[src/rtl/ahbl_splitter_burst_if.sv]
// AHB-lite bus bundle for ahbl_splitter_burst: one master-side port and N_PORTS slave-side ports.
// The slave modport is the splitter's view; master is the view of whatever drives it.
interface ahbl_splitter_burst_if #(
  parameter int N_PORTS = 4,
  parameter int W_ADDR  = 32,
  parameter int W_DATA  = 32
);
  logic                            src_hready;
  logic                            src_hready_resp;
  logic                            src_hresp;
  logic [W_ADDR-1:0]               src_haddr;
  logic                            src_hwrite;
  logic [1:0]                      src_htrans;
  logic [2:0]                      src_hsize;
  logic [2:0]                      src_hburst;
  logic [3:0]                      src_hprot;
  logic                            src_hmastlock;
  logic [W_DATA-1:0]               src_hwdata;
  logic [W_DATA-1:0]               src_hrdata;

  logic [N_PORTS-1:0]              dst_hready;
  logic [N_PORTS-1:0]              dst_hready_resp;
  logic [N_PORTS-1:0]              dst_hresp;
  logic [N_PORTS-1:0][W_ADDR-1:0]  dst_haddr;
  logic [N_PORTS-1:0]              dst_hwrite;
  logic [N_PORTS-1:0][1:0]         dst_htrans;
  logic [N_PORTS-1:0][2:0]         dst_hsize;
  logic [N_PORTS-1:0][2:0]         dst_hburst;
  logic [N_PORTS-1:0][3:0]         dst_hprot;
  logic [N_PORTS-1:0]              dst_hmastlock;
  logic [N_PORTS-1:0][W_DATA-1:0]  dst_hwdata;
  logic [N_PORTS-1:0][W_DATA-1:0]  dst_hrdata;

  modport slave (
    input  src_hready, src_haddr, src_hwrite, src_htrans, src_hsize, src_hburst,
           src_hprot, src_hmastlock, src_hwdata,
    output src_hready_resp, src_hresp, src_hrdata,
    output dst_hready, dst_haddr, dst_hwrite, dst_htrans, dst_hsize, dst_hburst,
           dst_hprot, dst_hmastlock, dst_hwdata,
    input  dst_hready_resp, dst_hresp, dst_hrdata
  );

  modport master (
    output src_hready, src_haddr, src_hwrite, src_htrans, src_hsize, src_hburst,
           src_hprot, src_hmastlock, src_hwdata,
    input  src_hready_resp, src_hresp, src_hrdata,
    input  dst_hready, dst_haddr, dst_hwrite, dst_htrans, dst_hsize, dst_hburst,
           dst_hprot, dst_hmastlock, dst_hwdata,
    output dst_hready_resp, dst_hresp, dst_hrdata
  );
endinterface

[src/rtl/ahbl_splitter_burst.sv]
// AHB-lite 1:N splitter with burst-locked routing, lowest-index window priority and a two-cycle decode error.
// Define AHBL_SPLITTER_ERR_CAPTURE_EN to record the address of the first decode error in err_addr/err_valid.

module ahbl_splitter_burst_lane #(
  parameter int W_ADDR = 32
) (
  input  logic [W_ADDR-1:0] haddr,
  input  logic [W_ADDR-1:0] map,
  input  logic [W_ADDR-1:0] mask,
  input  logic              conn,
  input  logic              route,
  input  logic [1:0]        htrans,
  output logic              match,
  output logic [1:0]        dst_htrans
);
  assign match      = conn & ((haddr & mask) == map);
  assign dst_htrans = route ? htrans : 2'b00;
endmodule

module ahbl_splitter_burst #(
  parameter int                          N_PORTS   = 4,
  parameter int                          W_ADDR    = 32,
  parameter int                          W_DATA    = 32,
  parameter logic [N_PORTS*W_ADDR-1:0]   ADDR_MAP  = '0,
  parameter logic [N_PORTS*W_ADDR-1:0]   ADDR_MASK = '0,
  parameter logic [N_PORTS-1:0]          CONN_MASK = '1
) (
  input  logic               clk,
  input  logic               rst_n,
  ahbl_splitter_burst_if.slave bus,
  input  logic               err_clr,
  output logic [W_ADDR-1:0]  err_addr,
  output logic               err_valid
);
  localparam logic [1:0] HT_IDLE   = 2'b00;
  localparam logic [1:0] HT_NONSEQ = 2'b10;

  typedef enum logic [1:0] {D_IDLE, D_SLV, D_ERR1, D_ERR2} dstate_t;

  dstate_t            state, state_nx;
  logic [N_PORTS-1:0] match, dec_oh, sel_a;
  logic [N_PORTS-1:0] burst_sel, burst_nx, sel_d, sel_d_nx;
  logic               dec_err, err_entry;
  logic               hready_resp, hresp;
  logic [W_DATA-1:0]  hrdata;

  for (genvar i = 0; i < N_PORTS; i++) begin : g_lane
    ahbl_splitter_burst_lane #(.W_ADDR(W_ADDR)) u_lane (
      .haddr      (bus.src_haddr),
      .map        (ADDR_MAP[i*W_ADDR +: W_ADDR]),
      .mask       (ADDR_MASK[i*W_ADDR +: W_ADDR]),
      .conn       (CONN_MASK[i]),
      .route      (sel_a[i]),
      .htrans     (bus.src_htrans),
      .match      (match[i]),
      .dst_htrans (bus.dst_htrans[i])
    );
  end

  assign bus.dst_hready    = {N_PORTS{bus.src_hready}};
  assign bus.dst_haddr     = {N_PORTS{bus.src_haddr}};
  assign bus.dst_hwrite    = {N_PORTS{bus.src_hwrite}};
  assign bus.dst_hsize     = {N_PORTS{bus.src_hsize}};
  assign bus.dst_hburst    = {N_PORTS{bus.src_hburst}};
  assign bus.dst_hprot     = {N_PORTS{bus.src_hprot}};
  assign bus.dst_hmastlock = {N_PORTS{bus.src_hmastlock}};
  assign bus.dst_hwdata    = {N_PORTS{bus.src_hwdata}};

  // SEQ/BUSY never re-decode: they follow the port locked by the burst's NONSEQ.
  always_comb begin
    dec_oh  = '0;
    for (int i = N_PORTS-1; i >= 0; i--)
      if (match[i]) begin
        dec_oh    = '0;
        dec_oh[i] = 1'b1;
      end
    sel_a   = '0;
    dec_err = 1'b0;
    case (bus.src_htrans)
      HT_IDLE:   ;
      HT_NONSEQ: begin
        sel_a   = dec_oh;
        dec_err = ~|match;
      end
      default: begin
        sel_a   = burst_sel;
        dec_err = ~|burst_sel;
      end
    endcase
  end

  always_ff @(posedge clk) begin
    if (!rst_n) begin
      state     <= D_IDLE;
      sel_d     <= '0;
      burst_sel <= '0;
    end else begin
      state     <= state_nx;
      sel_d     <= sel_d_nx;
      burst_sel <= burst_nx;
    end
  end

  // Response depends only on registered data-phase state, never on the current address phase.
  always_comb begin
    state_nx    = state;
    sel_d_nx    = sel_d;
    burst_nx    = burst_sel;
    err_entry   = 1'b0;
    hready_resp = 1'b1;
    hresp       = 1'b0;
    hrdata      = '0;
    case (state)
      D_SLV: begin
        hready_resp = |(bus.dst_hready_resp & sel_d);
        hresp       = |(bus.dst_hresp & sel_d);
        for (int i = 0; i < N_PORTS; i++)
          hrdata = hrdata | (bus.dst_hrdata[i] & {W_DATA{sel_d[i]}});
      end
      D_ERR1: begin
        hready_resp = 1'b0;
        hresp       = 1'b1;
        state_nx    = D_ERR2;
      end
      D_ERR2: hresp = 1'b1;
      default: ;
    endcase
    if (state != D_ERR1 && bus.src_hready) begin
      if (bus.src_htrans == HT_IDLE)   burst_nx = '0;
      if (bus.src_htrans == HT_NONSEQ) burst_nx = dec_oh;
      if (dec_err) begin
        state_nx  = D_ERR1;
        sel_d_nx  = '0;
        err_entry = 1'b1;
      end else if (|sel_a) begin
        state_nx  = D_SLV;
        sel_d_nx  = sel_a;
      end else begin
        state_nx  = D_IDLE;
        sel_d_nx  = '0;
      end
    end
  end

  assign bus.src_hready_resp = hready_resp;
  assign bus.src_hresp       = hresp;
  assign bus.src_hrdata      = hrdata;

`ifdef AHBL_SPLITTER_ERR_CAPTURE_EN
  // First error sticks until cleared; a capture outranks a clear in the same cycle.
  always_ff @(posedge clk) begin
    if (!rst_n) begin
      err_valid <= 1'b0;
      err_addr  <= '0;
    end else if (err_entry && !err_valid) begin
      err_valid <= 1'b1;
      err_addr  <= bus.src_haddr;
    end else if (err_clr) begin
      err_valid <= 1'b0;
    end
  end
`else
  logic unused_err;
  assign unused_err = err_clr ^ err_entry;
  assign err_addr   = '0;
  assign err_valid  = 1'b0;
`endif
endmodule

[src/flat_wrapper.sv]
// flat-port wrapper written by rule: the top's interface ports become plain ports
module ahbl_splitter_burst_flat 
#(
  parameter int                          N_PORTS   = 4,
  parameter int                          W_ADDR    = 32,
  parameter int                          W_DATA    = 32,
  parameter logic [N_PORTS*W_ADDR-1:0]   ADDR_MAP  = '0,
  parameter logic [N_PORTS*W_ADDR-1:0]   ADDR_MASK = '0,
  parameter logic [N_PORTS-1:0]          CONN_MASK = '1
)
  (clk, rst_n, err_clr, err_addr, err_valid, bus_src_hready, bus_src_haddr, bus_src_hwrite, bus_src_htrans, bus_src_hsize, bus_src_hburst, bus_src_hprot, bus_src_hmastlock, bus_src_hwdata, bus_src_hready_resp, bus_src_hresp, bus_src_hrdata, bus_dst_hready, bus_dst_haddr, bus_dst_hwrite, bus_dst_htrans, bus_dst_hsize, bus_dst_hburst, bus_dst_hprot, bus_dst_hmastlock, bus_dst_hwdata, bus_dst_hready_resp, bus_dst_hresp, bus_dst_hrdata);
  ahbl_splitter_burst_if #(.N_PORTS(N_PORTS), .W_ADDR(W_ADDR), .W_DATA(W_DATA)) bus_i ();
  input  logic clk;
  input  logic rst_n;
  input  logic err_clr;
  output logic [W_ADDR-1:0] err_addr;
  output logic err_valid;
  input wire logic [$bits(bus_i.src_hready)-1:0] bus_src_hready;
  input wire logic [$bits(bus_i.src_haddr)-1:0] bus_src_haddr;
  input wire logic [$bits(bus_i.src_hwrite)-1:0] bus_src_hwrite;
  input wire logic [$bits(bus_i.src_htrans)-1:0] bus_src_htrans;
  input wire logic [$bits(bus_i.src_hsize)-1:0] bus_src_hsize;
  input wire logic [$bits(bus_i.src_hburst)-1:0] bus_src_hburst;
  input wire logic [$bits(bus_i.src_hprot)-1:0] bus_src_hprot;
  input wire logic [$bits(bus_i.src_hmastlock)-1:0] bus_src_hmastlock;
  input wire logic [$bits(bus_i.src_hwdata)-1:0] bus_src_hwdata;
  output wire logic [$bits(bus_i.src_hready_resp)-1:0] bus_src_hready_resp;
  output wire logic [$bits(bus_i.src_hresp)-1:0] bus_src_hresp;
  output wire logic [$bits(bus_i.src_hrdata)-1:0] bus_src_hrdata;
  output wire logic [$bits(bus_i.dst_hready)-1:0] bus_dst_hready;
  output wire logic [$bits(bus_i.dst_haddr)-1:0] bus_dst_haddr;
  output wire logic [$bits(bus_i.dst_hwrite)-1:0] bus_dst_hwrite;
  output wire logic [$bits(bus_i.dst_htrans)-1:0] bus_dst_htrans;
  output wire logic [$bits(bus_i.dst_hsize)-1:0] bus_dst_hsize;
  output wire logic [$bits(bus_i.dst_hburst)-1:0] bus_dst_hburst;
  output wire logic [$bits(bus_i.dst_hprot)-1:0] bus_dst_hprot;
  output wire logic [$bits(bus_i.dst_hmastlock)-1:0] bus_dst_hmastlock;
  output wire logic [$bits(bus_i.dst_hwdata)-1:0] bus_dst_hwdata;
  input wire logic [$bits(bus_i.dst_hready_resp)-1:0] bus_dst_hready_resp;
  input wire logic [$bits(bus_i.dst_hresp)-1:0] bus_dst_hresp;
  input wire logic [$bits(bus_i.dst_hrdata)-1:0] bus_dst_hrdata;
  assign bus_i.src_hready = bus_src_hready;
  assign bus_i.src_haddr = bus_src_haddr;
  assign bus_i.src_hwrite = bus_src_hwrite;
  assign bus_i.src_htrans = bus_src_htrans;
  assign bus_i.src_hsize = bus_src_hsize;
  assign bus_i.src_hburst = bus_src_hburst;
  assign bus_i.src_hprot = bus_src_hprot;
  assign bus_i.src_hmastlock = bus_src_hmastlock;
  assign bus_i.src_hwdata = bus_src_hwdata;
  assign bus_src_hready_resp = bus_i.src_hready_resp;
  assign bus_src_hresp = bus_i.src_hresp;
  assign bus_src_hrdata = bus_i.src_hrdata;
  assign bus_dst_hready = bus_i.dst_hready;
  assign bus_dst_haddr = bus_i.dst_haddr;
  assign bus_dst_hwrite = bus_i.dst_hwrite;
  assign bus_dst_htrans = bus_i.dst_htrans;
  assign bus_dst_hsize = bus_i.dst_hsize;
  assign bus_dst_hburst = bus_i.dst_hburst;
  assign bus_dst_hprot = bus_i.dst_hprot;
  assign bus_dst_hmastlock = bus_i.dst_hmastlock;
  assign bus_dst_hwdata = bus_i.dst_hwdata;
  assign bus_i.dst_hready_resp = bus_dst_hready_resp;
  assign bus_i.dst_hresp = bus_dst_hresp;
  assign bus_i.dst_hrdata = bus_dst_hrdata;
  ahbl_splitter_burst #(.N_PORTS(N_PORTS), .W_ADDR(W_ADDR), .W_DATA(W_DATA), .ADDR_MAP(ADDR_MAP), .ADDR_MASK(ADDR_MASK), .CONN_MASK(CONN_MASK)) u_core (.clk(clk), .rst_n(rst_n), .bus(bus_i), .err_clr(err_clr), .err_addr(err_addr), .err_valid(err_valid));
endmodule
[config.mk]
export PLATFORM = sky130hd
export DESIGN_NAME = ahbl_splitter_burst_flat
export DESIGN_NICKNAME = d
export VERILOG_FILES = /design/src/rtl/ahbl_splitter_burst_if.sv /design/src/rtl/ahbl_splitter_burst.sv /design/src/flat_wrapper.sv
export SDC_FILE = /design/constraint.sdc
export NUM_CORES = 1
export LEC_CHECK = 0
export BUFFER_PORTS_ARGS = -buffer_cell sky130_fd_sc_hd__buf_2
export CORE_AREA = 2 2 231 233
export CTS_BUF_LIST = sky130_fd_sc_hd__clkbuf_4
export CTS_CLUSTER_SIZE = 25
export DETAILED_ROUTE_END_ITERATION = 12
export DIE_AREA = 0 0 233 235
export MAX_ROUTING_LAYER = met4
export PLACE_DENSITY_LB_ADDON = 0.1
export SYNTH_ARGS = -nofsm -noshare
export SYNTH_HDL_FRONTEND = slang
export SYNTH_SLANG_ARGS = --single-unit
[constraint.sdc]
create_clock -name clk -period 1 [get_ports clk]
set_input_delay 0.1 -clock clk [delete_from_list [all_inputs] [get_ports clk]]
set_output_delay 0.1 -clock clk [all_outputs]
set_load 0.05 [all_outputs]
==> flow_summary.rst <==
.. list-table::
   :header-rows: 1

   * - Metric
     - Value
   * - Status
     - complete, but fails checks
   * - Violations in the final reports
     - negative setup slack
   * - Total standard cell area after synthesis
     - 3070 um2
   * - Routability congestion estimate
     - 0.526
   * - Placed instance area
     - 2010 um2
   * - Vias/cell
     - 1.25
   * - Wire length of the first global-routing pass
     - 7.24 mm
   * - Endpoints failing setup
     - 37
   * - Category of the critical setup timing path
     - flip-flop to primary output
   * - Min cycle time layout
     - 1.40 ns
   * - Async SR Flop Fraction
     - 0%
   * - Final nets
     - 407
   * - CP Launch Type
     - flip-flop
   * - Final cycle utilization of the critical path
     - 140%
   * - Number of global-route vias before repair
     - 1,109
   * - First-pass DRT Iterations
     - 4
   * - Distinct cells, synth
     - 21
   * - Total of warnings raised by yosys
     - 0
   * - Avg Inst Size Synth
     - 7.52 um2
   * - Core area
     - 52,200 um2
   * - Grt total ovfl
     - 0
   * - All-Layer GR Usage
     - 1.90%
   * - Routed wire per std cell
     - 6.77 um
   * - Clk Tree Root Cell
     - clkbuf_4
   * - Peak Freq
     - 717 MHz
   * - DRC viols
     - 0
   * - Top cell types by occurrence after synthesis
     - buf_4 (347), and2_1 (33), dfxtp_1 (4)
   * - Clock tree sinks
     - 4
   * - Unrepaired setup endpoints after global routing
     - yes
   * - Worst Path Required
     - 0.90 ns
   * - Most prevalent standard cell on the critical path
     - buf_12
   * - Vias after detailed routing
     - 1,095
   * - Hold violation total from the final report
     - 0
   * - Synth-to-layout area growth
     - -19.2%
   * - Crit path max-delay family
     - buffers and inverters
   * - Number of DRC markers in iteration 0
     - 14
   * - Horiz. Die Dim
     - 233 um
   * - Clock buffers created by TritonCTS
     - 3
   * - Hold bufs inserted after CTS
     - 0
   * - Slowest cell on the critical path
     - dfxtp_4
   * - Worst vdd ir
     - 0.159 mV
   * - DP Wirelength
     - 4.78 mm
   * - Worst Path Max Fanout
     - 11
   * - Pwr dens
     - 529 nW/um2
   * - Antenna violations before repair
     - 2
   * - Overall die area
     - 54,800 um2
   * - Final worst clock skew
     - 0.0154 ns
   * - Layout cell share with drive strength beyond 1
     - 73.8%
   * - Capturing element type of the critical path
     - primary output
   * - Height of the die
     - 235 um
   * - Post-Synthesis Cells
     - 409
   * - Number of max-capacitance violations reported
     - 0
   * - Final ANT Viol Nets
     - 0
   * - Maximum level of the CTS H-tree
     - 1
   * - Share of synthesized area occupied by flip-flops and latches
     - 2.60%
   * - Maximum number of pins on one net before global-route repair
     - 22
   * - Maximum root-to-sink buffer count
     - 2
   * - Yosys top cell area share
     - 84.7%
   * - Number of top-level pins
     - 601
   * - FF+latch count, synth
     - 4
   * - Final number of max-transition violations
     - 0
   * - Clk_lat worst skew
     - 0.25 ns
   * - Arrival time at the worst endpoint
     - 1.30 ns
   * - Leakage power summed over all cells
     - 0.874 nW
   * - Site row count
     - 84
   * - Design Power
     - 0.00131 W
   * - Sequence of cells on the critical path
     - nor2_4 > buf_12 > buf_12 > and2_2 > buf_8
   * - Count of buffers inserted at the top-level ports
     - 78
   * - Count of buffering cells on the critical path with inverters included
     - 3
   * - Effective utilization at floorplan
     - 5.89%
   * - Post-CTS clock slew at the launch and capture registers of the worst setup and hold paths
     - 0.05 ns
   * - Class of the tightest hold or removal check
     - input port to flip-flop
   * - Crit path setup slack, layout
     - -0.395 ns
   * - Number of flops mapped to enable cells by yosys
     - 0
   * - Main synth FF type
     - dfxtp_1
   * - Most numerous cell in the Yosys netlist
     - buf_4
   * - Highest cell delay on the worst timing path
     - 0.35 ns
   * - Post-Layout Inst Area
     - 2480 um2
   * - Total length of routed wires
     - 5.94 mm
   * - Clock tree from TritonCTS
     - yes
   * - Cell types occupying the most area after synthesis
     - buf_4 (85%), and2_1 (6.7%), dfxtp_1 (2.6%)
   * - Leading area contributor after synthesis
     - buf_4
flip-flops by register name, summed over array words and instances (netlist names):
register	cells
u_core.state	2
u_core.burst_sel	1
u_core.sel_d	1
power by group:
part           leakage [nW]  switching [W]  internal [W]
Clock                0.0138      0.0000869      0.000136
Sequential           0.0350      0.0000132      0.000172
Combinational         0.825       0.000641      0.000265
worst min-delay path, cell delays in order:
cell,delay [ns]
buf_2,0.13
nand2_1,0.06
mux2i_1,0.05
logic make-up after synthesis:
logic type | Yosys count | share of synthesized area [%]
flip-flops | 4 | 2.60
multiplexers | 2 | 0.651
other | 1 | 0.122
buffers and inverters | 352 | 86.1
AO/OA/AOI/OAI | 7 | 1.71
AND/OR/NAND/NOR | 43 | 8.83
path summary, 6_finish.rpt:
kind | cells after the start | startpoint | end | slack [ns]
worst max-delay path | 5 | u_core.state[1]$_SDFFE_PN0P_ | bus_src_hrdata[0] | -0.40
worst min-delay path | 3 | bus_src_htrans[1] | u_core.burst_sel[0]$_SDFFE_PN0P_ | 0.14
worst max register to register | 4 | u_core.state[0]$_SDFFE_PN0P_ | u_core.sel_d[0]$_SDFFE_PN0N_ | -0.04
worst min register to register | 2 | u_core.burst_sel[0]$_SDFFE_PN0P_ | u_core.burst_sel[0]$_SDFFE_PN0P_ | 0.53
layer usage:
layer,up-vias,share of wire [%],global-route usage [%]
li1,414,-,-
met2,195,39,2.08
met1,412,27,1.49
met3,74,23,1.84
met5,-,0,-
met4,0,11,2.66
final cells by class:
| type | count | area, um2 |
|---|---|---|
| Timing Repair Buffer | 87 | 883 |
| Tap cell | 688 | 861 |
| Clock buffer | 3 | 22.5 |
| Fill cell | 6159 | 49800 |
| Sequential cell | 4 | 90.1 |
| Inverter | 2 | 10.0 |
| Multi-Input combinational cell | 91 | 613 |
| Antenna cell | 2 | 5.00 |
metrics by stage:
stage	hold WS (ns)	instances	utilization [%]	TNS (ns)	worst slack, ns
after floorplan	0.228	447	-	-0.136	-0.0226
after global placement	0.201	868	3.85	-6.96	-0.226
after detailed placement	0.201	868	3.85	-6.84	-0.223
after CTS	0.127	872	4.56	-12.56	-0.387
after global routing	0.156	877	4.76	-14.72	-0.454
final	0.137	877	4.76	-12.61	-0.395
timing repair:
action,4_1_cts,5_1_grt
endpoints found under the setup margin,39,39
pin swaps,1,2
gates resized for setup,104,10
cloned,0,2
setup buffers,1,1
cells in the final DEF (no fill, tap or decap), drive strengths merged:
master | netlist | layout
a211oi | 1 | 1
a21boi | 1 | 1
a21oi | 2 | 2
a31o | 1 | 1
a32oi | 1 | 1
and2 | 33 | 33
and3b | 1 | 1
buf | 350 | 86
clkbuf | 0 | 4
conb | 1 | 39
dfxtp | 4 | 4
diode | 0 | 2
inv | 2 | 2
mux2i | 2 | 2
nand2 | 4 | 4
nand2b | 1 | 1
nand3 | 1 | 1
nand3b | 1 | 1
nor2 | 1 | 1
nor2b | 1 | 1
o311a | 1 | 1
Note: power is estimated with default switching activity, not from simulation.
